===== src/rtl/seq_divider_pkg.sv =====
// Shared definitions for the sequential divider: FSM states, divide-by-zero
// result constants and iteration counter sizing.
package seq_divider_pkg;

  typedef enum logic [1:0] {
    IDLE,
    LOAD,
    CALC,
    FIX
  } div_state_t;

  // Divide by zero: every quotient bit takes this value; remainder is the raw dividend.
  localparam logic DBZ_QUOTIENT_FILL = 1'b1;
  localparam logic DBZ_FLAG          = 1'b1;

  function automatic int unsigned div_cnt_width(input int unsigned width);
    return $clog2(width) + 1;
  endfunction

endpackage


===== src/rtl/div_sign_fix.sv =====
// Conditional two's-complement negation of two values. Used for operand
// magnitudes on the way in and for result sign correction on the way out.
module div_sign_fix
  import seq_divider_pkg::*;
#(
  parameter int unsigned WIDTH = 32
) (
  input  logic [WIDTH-1:0] a,
  input  logic [WIDTH-1:0] b,
  input  logic             neg_a,
  input  logic             neg_b,
  output logic [WIDTH-1:0] y_a,
  output logic [WIDTH-1:0] y_b
);

  assign y_a = neg_a ? ('0 - a) : a;
  assign y_b = neg_b ? ('0 - b) : b;

endmodule


===== src/rtl/seq_divider.sv =====
// Sequential restoring divider for DIV/DIVU: FSM, iteration counter and
// {rem, q} shift register. Optional early-out: SEQ_DIVIDER_EARLY_OUT_EN.
module seq_divider
  import seq_divider_pkg::*;
#(
  parameter int unsigned WIDTH = 32
) (
  input  logic             clk,
  input  logic             rst,
  input  logic             start,
  input  logic             signed_op,
  input  logic [WIDTH-1:0] dividend,
  input  logic [WIDTH-1:0] divisor,
  input  logic             flush,
  output logic             busy,
  output logic             done,
  output logic [WIDTH-1:0] quotient,
  output logic [WIDTH-1:0] remainder,
  output logic             div_by_zero
);

  localparam int unsigned CNT_W = div_cnt_width(WIDTH);
  localparam logic [CNT_W-1:0] LAST_ITER = CNT_W'(WIDTH - 1);

  div_state_t state, state_nxt;

  logic [WIDTH-1:0] dvd_r, dvs_in_r, dvs_r, rem_r, q_r;
  logic             signed_r, neg_q_r, neg_r_r, dbz_r;
  logic [CNT_W-1:0] cnt_r;
  logic [WIDTH-1:0] res_q_r, res_r_r;
  logic             res_dbz_r;

  logic [WIDTH-1:0] dvd_mag, dvs_mag, fix_q, fix_r;
  logic             dvd_neg, dvs_neg, dvs_zero, early_out, fix_active;
  logic [WIDTH:0]   rem_sh, diff;
  logic             trial_ok;

  assign dvd_neg  = signed_r & dvd_r[WIDTH-1];
  assign dvs_neg  = signed_r & dvs_in_r[WIDTH-1];
  assign dvs_zero = (dvs_in_r == '0);

  div_sign_fix #(.WIDTH(WIDTH)) u_op_fix (
    .a     (dvd_r),
    .b     (dvs_in_r),
    .neg_a (dvd_neg),
    .neg_b (dvs_neg),
    .y_a   (dvd_mag),
    .y_b   (dvs_mag)
  );

  div_sign_fix #(.WIDTH(WIDTH)) u_res_fix (
    .a     (q_r),
    .b     (rem_r),
    .neg_a (neg_q_r),
    .neg_b (neg_r_r),
    .y_a   (fix_q),
    .y_b   (fix_r)
  );

`ifdef SEQ_DIVIDER_EARLY_OUT_EN
  assign early_out = (dvd_mag < dvs_mag);
`else
  assign early_out = 1'b0;
`endif

  // A carry out of the shift means rem_sh >= divisor regardless of the
  // subtraction borrow; the low WIDTH bits of diff are then still exact.
  assign rem_sh   = {rem_r, q_r[WIDTH-1]};
  assign diff     = {1'b0, rem_sh[WIDTH-1:0]} - {1'b0, dvs_r};
  assign trial_ok = rem_sh[WIDTH] | ~diff[WIDTH];

  always_comb begin
    state_nxt = state;
    case (state)
      IDLE: if (start && !flush) state_nxt = LOAD;
      LOAD: begin
        if (flush)                       state_nxt = IDLE;
        else if (dvs_zero || early_out)  state_nxt = FIX;
        else                             state_nxt = CALC;
      end
      CALC: begin
        if (flush)                   state_nxt = IDLE;
        else if (cnt_r == LAST_ITER) state_nxt = FIX;
      end
      FIX:     state_nxt = IDLE;
      default: state_nxt = IDLE;
    endcase
  end

  // Results are presented combinationally during FIX so they appear with
  // done, and a flush in FIX can still suppress both.
  always_comb begin
    fix_active  = (state == FIX) && !flush;
    busy        = (state != IDLE);
    done        = fix_active;
    quotient    = res_q_r;
    remainder   = res_r_r;
    div_by_zero = res_dbz_r;
    if (fix_active) begin
      quotient    = dbz_r ? {WIDTH{DBZ_QUOTIENT_FILL}} : fix_q;
      remainder   = dbz_r ? dvd_r : fix_r;
      div_by_zero = dbz_r;
    end
  end

  always_ff @(posedge clk) begin
    if (rst) begin
      state     <= IDLE;
      res_q_r   <= '0;
      res_r_r   <= '0;
      res_dbz_r <= 1'b0;
    end else begin
      state <= state_nxt;
      if (fix_active) begin
        res_q_r   <= quotient;
        res_r_r   <= remainder;
        res_dbz_r <= div_by_zero;
      end
    end
  end

  always_ff @(posedge clk) begin
    if (rst) begin
      dvd_r    <= '0;
      dvs_in_r <= '0;
      signed_r <= 1'b0;
      dvs_r    <= '0;
      rem_r    <= '0;
      q_r      <= '0;
      neg_q_r  <= 1'b0;
      neg_r_r  <= 1'b0;
      dbz_r    <= 1'b0;
      cnt_r    <= '0;
    end else begin
      case (state)
        IDLE: begin
          if (start) begin
            dvd_r    <= dividend;
            dvs_in_r <= divisor;
            signed_r <= signed_op;
          end
        end
        LOAD: begin
          rem_r   <= early_out ? dvd_mag : '0;
          q_r     <= early_out ? '0 : dvd_mag;
          dvs_r   <= dvs_mag;
          neg_q_r <= dvd_neg ^ dvs_neg;
          neg_r_r <= dvd_neg;
          dbz_r   <= dvs_zero ? DBZ_FLAG : 1'b0;
          cnt_r   <= '0;
        end
        CALC: begin
          rem_r <= trial_ok ? diff[WIDTH-1:0] : rem_sh[WIDTH-1:0];
          q_r   <= {q_r[WIDTH-2:0], trial_ok};
          cnt_r <= cnt_r + CNT_W'(1);
        end
        default: ;
      endcase
    end
  end

endmodule

===== config.mk =====
export PLATFORM = sky130hd
export DESIGN_NAME = seq_divider
export DESIGN_NICKNAME = d
export VERILOG_FILES = /design/src/rtl/seq_divider_pkg.sv /design/src/rtl/div_sign_fix.sv /design/src/rtl/seq_divider.sv
export SDC_FILE = /design/constraint.sdc
export NUM_CORES = 1
export LEC_CHECK = 0
export ABC_AREA = 1
export BUFFER_PORTS_ARGS = -buffer_cell sky130_fd_sc_hd__buf_2
export CAP_MARGIN = 15
export CORE_MARGIN = 4
export CORE_UTILIZATION = 45
export CTS_CLUSTER_SIZE = 40
export DETAILED_ROUTE_END_ITERATION = 6
export SLEW_MARGIN = 20
export SYNTH_ARGS = -nofsm -noshare
export SYNTH_HDL_FRONTEND = slang
export SYNTH_SLANG_ARGS = --single-unit

===== constraint.sdc =====
create_clock -name clk -period 5.15 [get_ports clk]
set_clock_uncertainty 0.2 [all_clocks]
set_input_delay 1.03 -clock clk [delete_from_list [all_inputs] [get_ports clk]]
set_output_delay 1.03 -clock clk [all_outputs]
set_load 0.1 [all_outputs]

==> results by group <==
Setup path
  – CP bufs+invs: 2
  – Critical Path AT: 3.20 ns
  – Worst path cell trace: inv_1, ha_1, nand3_1, nor2_1, nand3_1, nor2_1, nand2_1, nand2_1, nand2_1, nand3_1, nand2_1, nand2_1, buf_2
  – Crit path launch type: register
  – R2R Path Start: state[1]
  – CP required: 3.92 ns
  – Endpoint class of the critical path: output port
  – Crit path launch: rem_r[0]
  – Crit-path max FO: 5
  – Crit-path leading delay family: simple AND/OR/NAND/NOR gates
  – Worst path slowest cell: buf_2
  – Slowest Stage Delay on Critical Path: 0.42 ns
  – Crit Path Category: reg2out
  – Most used cell, CP: nand2_1

Clock network
  – Clock latency at the later pin of the worst-skew pair: 0.56 ns
  – Post-CTS Setup Inserts: 0
  – Total CTS buffers: 29
  – Clock Sinks: approximately 240
  – CTS Buffer Depth: 3
  – Htree depth: 1
  – CTS tree: built
  – Root buf cell: clkbuf_16
  – Post_cts resized: 0
  – Reg clk slew, reported paths: 0.06 ns
  – CTS Hold Buffers Added: 0

Run
  – Max_cap viols: 0

Die
  – I/O pin count: between 100 and 150
  – Initial cell density of the core: 0.458
  – FP Rows: 67
  – Die width: between 150 and 200 µm
  – Core area: 33600 µm²
  – Die area: 37300 µm²
  – Die Height: a little under 200 µm

Routing
  – Vias: 16500
  – Iteration-0 DRC Markers: 1288
  – Post-DR wirelength/cell: 17.9 µm
  – DR vias/cell: 5.35
  – DRT antenna net count: 0
  – Drt total wl: about 55000 µm
  – First-pass iteration count of the detailed router: 5
  – DR DRC count: 0

STA
  – Final Hold Vio Count: 0
  – Setup TNS: 0 ns
  – Fmax: 0.226 GHz
  – Final setup fails: 0
  – Final Cycle Share: 0.860
  – Slew headroom: 0.335
  – RSZ-0062 raised after global routing: false
  – Final slew viol count: 0
  – Worst-Margin Slew: 0.995 ns
  – Minimum clock period after layout: roughly 4.4 ns
  – Final WS setup: 0.720 ns

Placement
  – Placed Area: 16400 µm²
  – GP Congestion: 0.941
  – DPL Wire Length: 42400 µm
  – Buffers on Ports: 135
  – Post-Place Worst Slack: 0.931 ns

Synth
  – Unique cell type count in the Yosys netlist: about 50
  – Top cells by area, synth: dfxtp_1 (31%), nand2_1 (16%), inv_1 (8.6%), a21oi_1 (7.3%), nor2_1 (6.6%)
  – Mapped Nets: 2633
  – Synth warn: 0
  – Number of synthesized flops with an enable pin: 0
  – Post-synth ARST share: 0
  – Sequential share of the synthesized area: 0.308
  – Post-Synthesis Cells: 2521
  – Post-Syn Area: 15400 µm²
  – Main synth FF type: dfxtp_1
  – Syn avg cell area: 6.11 µm²
  – Yosys top cell area share: 0.308
  – Yosys reg bits: 237
  – Leading area contributor after synthesis: dfxtp_1

Power
  – Clock group share of total power: 0.401
  – Reg power frac: 0.358
  – Maximum VDD drop: 265 µV
  – Sw Share: 0.339
  – Power per cell area: 329 nW/µm²
  – P_int: about 0.0038 W
  – Switching power: between 0.0015 and 0.002 W
  – Comb power frac: 0.241
  – LEAKAGE: 8.97 nW
  – Tot Pwr: 0.00575 W

GRT
  – Antenna violations before repair: 1
  – Total GRT Usage: 0.287
  – First-pass GRT wire length: between 80000 and 90000 µm
  – Number of global-route vias before repair: 14900
  – Largest net degree at the start of global routing: 81
  – Remaining global-route overflow: 0

Cells and area
  – Most frequent cells in the layout: nand2_1 (666), inv_1 (351), nor2_1 (272)
  – # fillers: 3563
  – Commonest non-fill, non-tap cell in the layout: nand2_1
  – Share of post-route cells with drive strength above 1: 0.0975
  – Final core occ: 0.520
  – Multi-input gate area: 8900 µm²
  – Register area: 4740 µm²
  – Final instance area: 17500 µm²
  – Layout Nets: 2715
  – Synth-to-Final Area Change: 13.3%

Run status
  – Status: finished clean

Worst hold path
  – Hold Path Origin: res_r_r[23]
  – Hold crit path type: reg2reg
-- cell families (layout without fill, tap and decap cells) --
kind of cell	Yosys count	after routing	share of synthesized area
AOI/OAI and AO/OA	487	487	0.172
xor gates and xnor gates	47	47	0.0267
adders and majority gates	43	43	0.0354
buffers and inverters	463	568	0.116
DFF	237	237	0.308
other	0	1	0
and+or+nand+nor	1244	1244	0.342
-- area by class of cell --
cell class                 count  area share
clock buffer                  35      0.0457
tap                          448      0.0321
sequential                   237       0.272
inverter                     362      0.0778
multi-input combinational   1821       0.510
antenna                        1    0.000143
clock inverter                19      0.0166
timing repair buffer         152      0.0461
-- cells in the mapped netlist (15+ instances only) --
cell and count:
a21oi_1 224, a31oi_1 25, buf_1 15, clkbuf_1 76
dfxtp_1 237, ha_1 42, inv_1 352, nand2_1 668
nand3_1 187, nand4_1 20, nor2_1 273, nor3_1 28
o21ai_0 152, o22ai_1 38, xor2_1 36
-- stage by stage --
step	std cells	hold slack, ns
after floorplan	2521	0.244
after global placement	3020	0.258
after detailed placement	3020	0.264
after CTS	3074	0.274
after global routing	3074	0.286
final	3075	0.271
-- path summary, 6_finish.rpt --
| path | to | slack [ns] | depth (start not counted) |
|---|---|---|---|
| worst min register to register | res_r_r[23] | 0.27 | 2 |
| worst min-delay path | res_r_r[23] | 0.27 | 2 |
| worst max register to register | rem_r[23] | 1.90 | 10 |
| worst max-delay path | remainder[20] | 0.72 | 13 |
-- per-layer routing --
metal	vias up	GRT usage	share of wire
met2	575	0.418	0.41
met1	7508	0.423	0.47
met3	65	0.0781	0.096
li1	8303	-	-
met4	4	0.0534	0.018
met5	-	0.0517	0.0048
-- power by group through the flow --
stage | registers (W) | logic (W) | clock network (W)
6_report | 0.00206 | 0.00138 | 0.00230
5_1_grt | 0.00207 | 0.00155 | 0.00242
4_1_cts | 0.00205 | 0.00136 | 0.00234
3_5_place_dp | 0.00210 | 0.00136 | 0
3_3_place_gp | 0.00209 | 0.00135 | 0
2_1_floorplan | 0.00205 | 0.000990 | 0
-- worst register-to-register path, stage by stage, from the launching register on --
cell and delay, ns:
dfxtp_1 0.38, inv_1 0.10, ha_1 0.28, buf_4 0.33, nand2_1 0.69, inv_1 0.18
buf_4 0.45, nand2_4 0.25, nand2_1 0.12, nand2_1 0.05, a21oi_1 0.14
-- registers in the layout, summed over array words and instances (netlist names) --
name and flops:
dvd_r 32, dvs_in_r 32, dvs_r 32, q_r 32, rem_r 32, res_q_r 32
res_r_r 32, cnt_r 6, state 2, dbz_r 1, neg_q_r 1, neg_r_r 1
res_dbz_r 1, signed_r 1
(Power assumes the default switching activity.)
